[config.mk]
export PLATFORM = sky130hd
export DESIGN_NAME = rle_row_decompressor
export DESIGN_NICKNAME = d
export VERILOG_FILES = /design/src/rtl/rle_row_decompressor.sv
export SDC_FILE = /design/constraint.sdc
export NUM_CORES = 1
export LEC_CHECK = 0
export ABC_AREA = 1
export ABC_CLOCK_PERIOD_IN_PS = 2800
export BUFFER_PORTS_ARGS = -buffer_cell sky130_fd_sc_hd__buf_2
export CORE_MARGIN = 5
export CORE_UTILIZATION = 55
export DETAILED_ROUTE_END_ITERATION = 7
export GPL_TIMING_DRIVEN = 0
export HOLD_SLACK_MARGIN = 0.12
export MAX_ROUTING_LAYER = met4
export PLACE_DENSITY = 0.79
export SLEW_MARGIN = 20
export SYNTH_ARGS = -nofsm -noshare
export SYNTH_HDL_FRONTEND = slang
export SYNTH_SLANG_ARGS = --single-unit
[constraint.sdc]
create_clock -name clk -period 2.8 [get_ports clk]
set_input_delay 0.42 -clock clk [delete_from_list [all_inputs] [get_ports clk]]
set_output_delay 0.42 -clock clk [all_outputs]
set_load 0.02 [all_outputs]
[src/rtl/rle_row_decompressor.sv]
// rle_row_decompressor: rebuilds a feature-map row from alternating run-length sections
// Each section is decoded in one cycle; the row may span several input words.
module rle_row_decompressor #(
    parameter int SECTION_SIZE = 4,
    parameter int WORD_SIZE    = 16,
    parameter int ROW_SIZE     = 16,
    parameter bit START_VALUE  = 1'b0
) (
    input  logic                 clk,
    input  logic                 rst,
    input  logic                 in_valid,
    output logic                 in_ready,
    input  logic [WORD_SIZE-1:0] in_data,
    input  logic                 in_last,
    output logic                 out_valid,
    input  logic                 out_ready,
    output logic [ROW_SIZE-1:0]  out_data,
    output logic                 out_error,
    output logic                 busy
);
    localparam int CNT_W = $clog2(ROW_SIZE + 1);
    localparam int CW    = CNT_W + 1;

    typedef enum logic [1:0] {WAIT_WORD, DECODE, EMIT} state_t;

    state_t                state, state_n;
    logic [ROW_SIZE-1:0]   row, row_n;
    logic [CNT_W-1:0]      total;
    logic                  value, err, last_reg;
    logic [WORD_SIZE-1:0]  shreg, shreg_n;
    logic [SECTION_SIZE-1:0] n;
    logic [CW-1:0]         sum, end_pos;
    logic                  ovf, word_end;

    always_comb begin
        n        = shreg[SECTION_SIZE-1:0];
        sum      = CW'(total) + CW'(n);
        ovf      = sum > CW'(ROW_SIZE);
        end_pos  = ovf ? CW'(ROW_SIZE) : sum;
        shreg_n  = shreg >> SECTION_SIZE;
        word_end = shreg_n == '0;
        row_n    = row;
        // row is cleared at row start, so only 1-runs need to write
        for (int i = 0; i < ROW_SIZE; i++)
            if (value && CW'(i) >= CW'(total) && CW'(i) < end_pos) row_n[i] = 1'b1;
    end

    always_ff @(posedge clk or posedge rst)
        if (rst) state <= WAIT_WORD;
        else     state <= state_n;

    always_comb begin
        state_n = state;
        case (state)
            WAIT_WORD: state_n = in_valid ? DECODE : WAIT_WORD;
            DECODE:    state_n = word_end ? (last_reg ? EMIT : WAIT_WORD) : DECODE;
            EMIT:      state_n = out_ready ? WAIT_WORD : EMIT;
            default:   state_n = WAIT_WORD;
        endcase
    end

    always_comb begin
        in_ready  = state == WAIT_WORD;
        out_valid = state == EMIT;
        busy      = state != WAIT_WORD;
        out_data  = row;
        out_error = err;
    end

    always_ff @(posedge clk or posedge rst) begin
        if (rst) begin
            row      <= '0;
            total    <= '0;
            value    <= START_VALUE;
            err      <= 1'b0;
            shreg    <= '0;
            last_reg <= 1'b0;
        end else if (state == WAIT_WORD && in_valid) begin
            shreg    <= in_data;
            last_reg <= in_last;
        end else if (state == DECODE) begin
            row      <= row_n;
            total    <= end_pos[CNT_W-1:0];
            value    <= ~value;
            err      <= err | ovf;
            shreg    <= shreg_n;
        end else if (state == EMIT && out_ready) begin
            row      <= '0;
            total    <= '0;
            value    <= START_VALUE;
            err      <= 1'b0;
        end
    end
endmodule

==> out/qor.yml <==
outcome:
  status: "complete, no violations"
global_route:
  use_met3: 0.03562
  grt_pass1_wl_um: 9639
  met2_usage: 0.3663
  track_usage: 0.2278
  grt_overflow_total: 0
  grt_max_degree: 26
  grt.busiest_layer: "met2"
  antenna_found_initial: 0
  grt_pass1_vias: 2193
  grt.met1_usage: 0.2853
floorplanning:
  rows: 23
  io_pins: 41
  start_util: 0.5782
  die_area_um2: 5672
  core_um2: 4058
  dieWidth_um: 75.31
  die_h_um: 75.31
logic_synthesis:
  synth-seq-area-share: 0.4480
  synth_fa_ha_area_frac: 0.02987
  synth_area_per_cell_um2: 7.846
  netlist_area_um2: 2346
  yosys.area_share.simple: 0.2661
  synth_top_family_by_area: "simple AND/OR/NAND/NOR gates"
  ys_types: 33
  synth-compound-area-share: 0.1397
  ys_ff_latch: 42
  synth_xor_area_frac: 0.006933
  synth_mux_area_frac: 0
  synth_fp_nets: 325
  syn_inst: 299
  yosys_warnings: 0
placed_design:
  dpl_cell_area_um2: 2636
  portBuffers: 40
  routabilityCongestion: 0.9321
  dpl.cell_count: 390
  dp_hpwl_um: 4231
detailed_routing:
  wl_per_cell_um: 13.70
  via_per_inst: 5.454
  finalWirelength_um: 5466
  firstDrtPassIters: 5
  via_count: 2176
  drt_iter0_drc: 160
  ant_nets: 0
  drc: 0
finish:
  finalInstanceArea_um2: 2756
  final_cells: 399
  fin_nets: 374
  drive_above_1_share: 0.2092
  area_growth_pct: 17.49
  antenna_cells: 0
  mostFrequentLayoutCells: "58 x nand2_1, 51 x inv_1, 42 x dfrtp_1, 41 x buf_2, 22 x nand3_1"
  layout_commonest_cell: "nand2_1"
sta:
  rsz0062_at_grt: "no"
  fmax_ghz: 0.4158
  final_max_slew_viol_count: 0
  fin_crit_ns: 2.405
  finalCritPeriodShare: 0.8589
  max-slew-margin-rel: 0.6379
  tns_ns: 0
  setup_viol: 0
  skew_ns: 0.007007
  worst_pin_slew_ns: 0.5405
  finalHoldViolCount: 0
  holdWs_ns: 0.3095
worst_setup_path:
  worstSetupPathType: "reg -> reg"
  cp_max_fo: 10
  required_ns: 3.02
  endpoint_kind: "flip-flop"
  cp.arrival_ns: 2.62
  startpoint_type: "flip-flop"
cts:
  cts_tree: "built"
  clock_path_buffers: 2
  clock_latency_ns: 0.29
  postCtsHoldBufs: 1
  clk_pin_slew_worst_paths_ns: 0.08
  cts_sinks: 42
  postCtsSetupBuffers: 0
  ctsRootBufferMaster: "clkbuf_8"
  numCtsBuffers: 5
  postCtsResizedCells: 0
  h-tree-depth: 2
pwr:
  irDropWorstVdd_mv: 0.5898
  p_int_w: 0.001784
  switchingPower_w: 0.001752
  cellPowerDensity_nw_per_um2: 1283
  power_frac_seq: 0.286
  clkPwrFrac: 0.135
  power_w: 0.003536
  pwr-share-comb: 0.580
  p_leak_nw: 1.387
  swShare: 0.4954
job:
  cap_violations: 0
worst_hold_path:
  timing.hold.worst.class: "in -> reg"
logic make-up (layout without fill, tap and decap cells):
logic type	count (synthesis)	after routing
AO/OA/AOI/OAI	56	56
XOR/XNOR	1	1
adder cells (fa/ha/maj)	5	5
buffers and inverters	63	113
flip-flops	42	42
AND/OR/NAND/NOR	132	132
power by group through the flow:
| stage | clock [W] | combinational (W) | sequential [W] |
|---|---|---|---|
| 6_report | 0.000476 | 0.00205 | 0.00101 |
| 4_1_cts | 0.000487 | 0.00204 | 0.00101 |
| 2_1_floorplan | 0 | 0.00142 | 0.00110 |
| 3_3_place_gp | 0 | 0.00198 | 0.00101 |
| 3_5_place_dp | 0 | 0.00203 | 0.00102 |
| 5_1_grt | 0.000507 | 0.00231 | 0.00104 |
Yosys cell counts:
master	count	area share
nand2_1	58	0.093
inv_1	52	0.083
dfrtp_1	42	0.45
nand3_1	22	0.047
a21oi_1	20	0.043
nor2_1	19	0.030
o21ai_0	15	0.032
nand4_1	14	0.037
nand2_2	9	0.024
a22oi_1	5	0.016
ha_1	4	0.021
o211ai_1	4	0.013
clkbuf_1	3	0.0048
nor3_1	3	0.0064
o21ai_1	3	0.0064
o221ai_1	3	0.011
buf_6	2	0.0096
clkinv_1	2	0.0032
inv_2	2	0.0032
nand3_2	2	0.0085
nor2_4	2	0.0096
o22ai_1	2	0.0053
a21oi_2	1	0.0037
a31oi_1	1	0.0027
and3_1	1	0.0027
buf_2	1	0.0021
buf_4	1	0.0032
fa_1	1	0.0085
nand2_4	1	0.0048
nor2_2	1	0.0027
o21ai_2	1	0.0037
o31ai_1	1	0.0032
xnor2_2	1	0.0069
worst max-delay path: stages (launching register included):
cell     delay [ns]
dfrtp_1        0.46
ha_1           0.27
fa_1           0.47
xnor2_2        0.50
inv_1          0.25
nand4_1        0.16
nand3_1        0.09
a21oi_1        0.14
area by class of cell:
| cell class | count | area (um2) |
|---|---|---|
| buffer | 7 | 46.29 |
| clock buffer | 6 | 72.57 |
| clock inverter | 2 | 37.54 |
| fill | 361 | 1301 |
| inverter | 56 | 210.2 |
| multi-input combinational | 194 | 1039 |
| sequential | 42 | 1051 |
| tap | 50 | 62.56 |
| timing repair buffer | 42 | 237.7 |
path summary, 6_finish.rpt:
check	from	endpoint	slack (ns)	cells after the start
max	total[0]$_DFFE_PP0P_	out_data[4]$_DFFE_PP0P_	0.40	7
min	out_ready	state[1]$_DFF_PP0_	0.31	2
max reg2reg	total[0]$_DFFE_PP0P_	out_data[4]$_DFFE_PP0P_	0.40	7
min reg2reg	last_reg$_DFFE_PP0P_	last_reg$_DFFE_PP0P_	0.49	2
max in group asynchronous	rst	out_data[9]$_DFFE_PP0P_	1.68	4
min in group asynchronous	rst	shreg[13]$_DFFE_PP0P_	0.66	3
routing by layer:
| layer | share of wire | wire length (um) |
|---|---|---|
| met3 | 0.055 | 300 |
| met4 | 0.023 | 128 |
| met1 | 0.43 | 2375 |
| met5 | 0 | 0 |
| met2 | 0.49 | 2662 |
metrics by stage:
| stage | util | setup WS (ns) |
|---|---|---|
| after floorplan | - | 0.7751 |
| after global placement | 0.6429 | 0.4589 |
| after detailed placement | 0.6497 | 0.4363 |
| after CTS | 0.6793 | 0.4165 |
| after global routing | 0.6793 | 0.1904 |
| final | 0.6793 | 0.3952 |
Power figures use the tool's default switching activity.
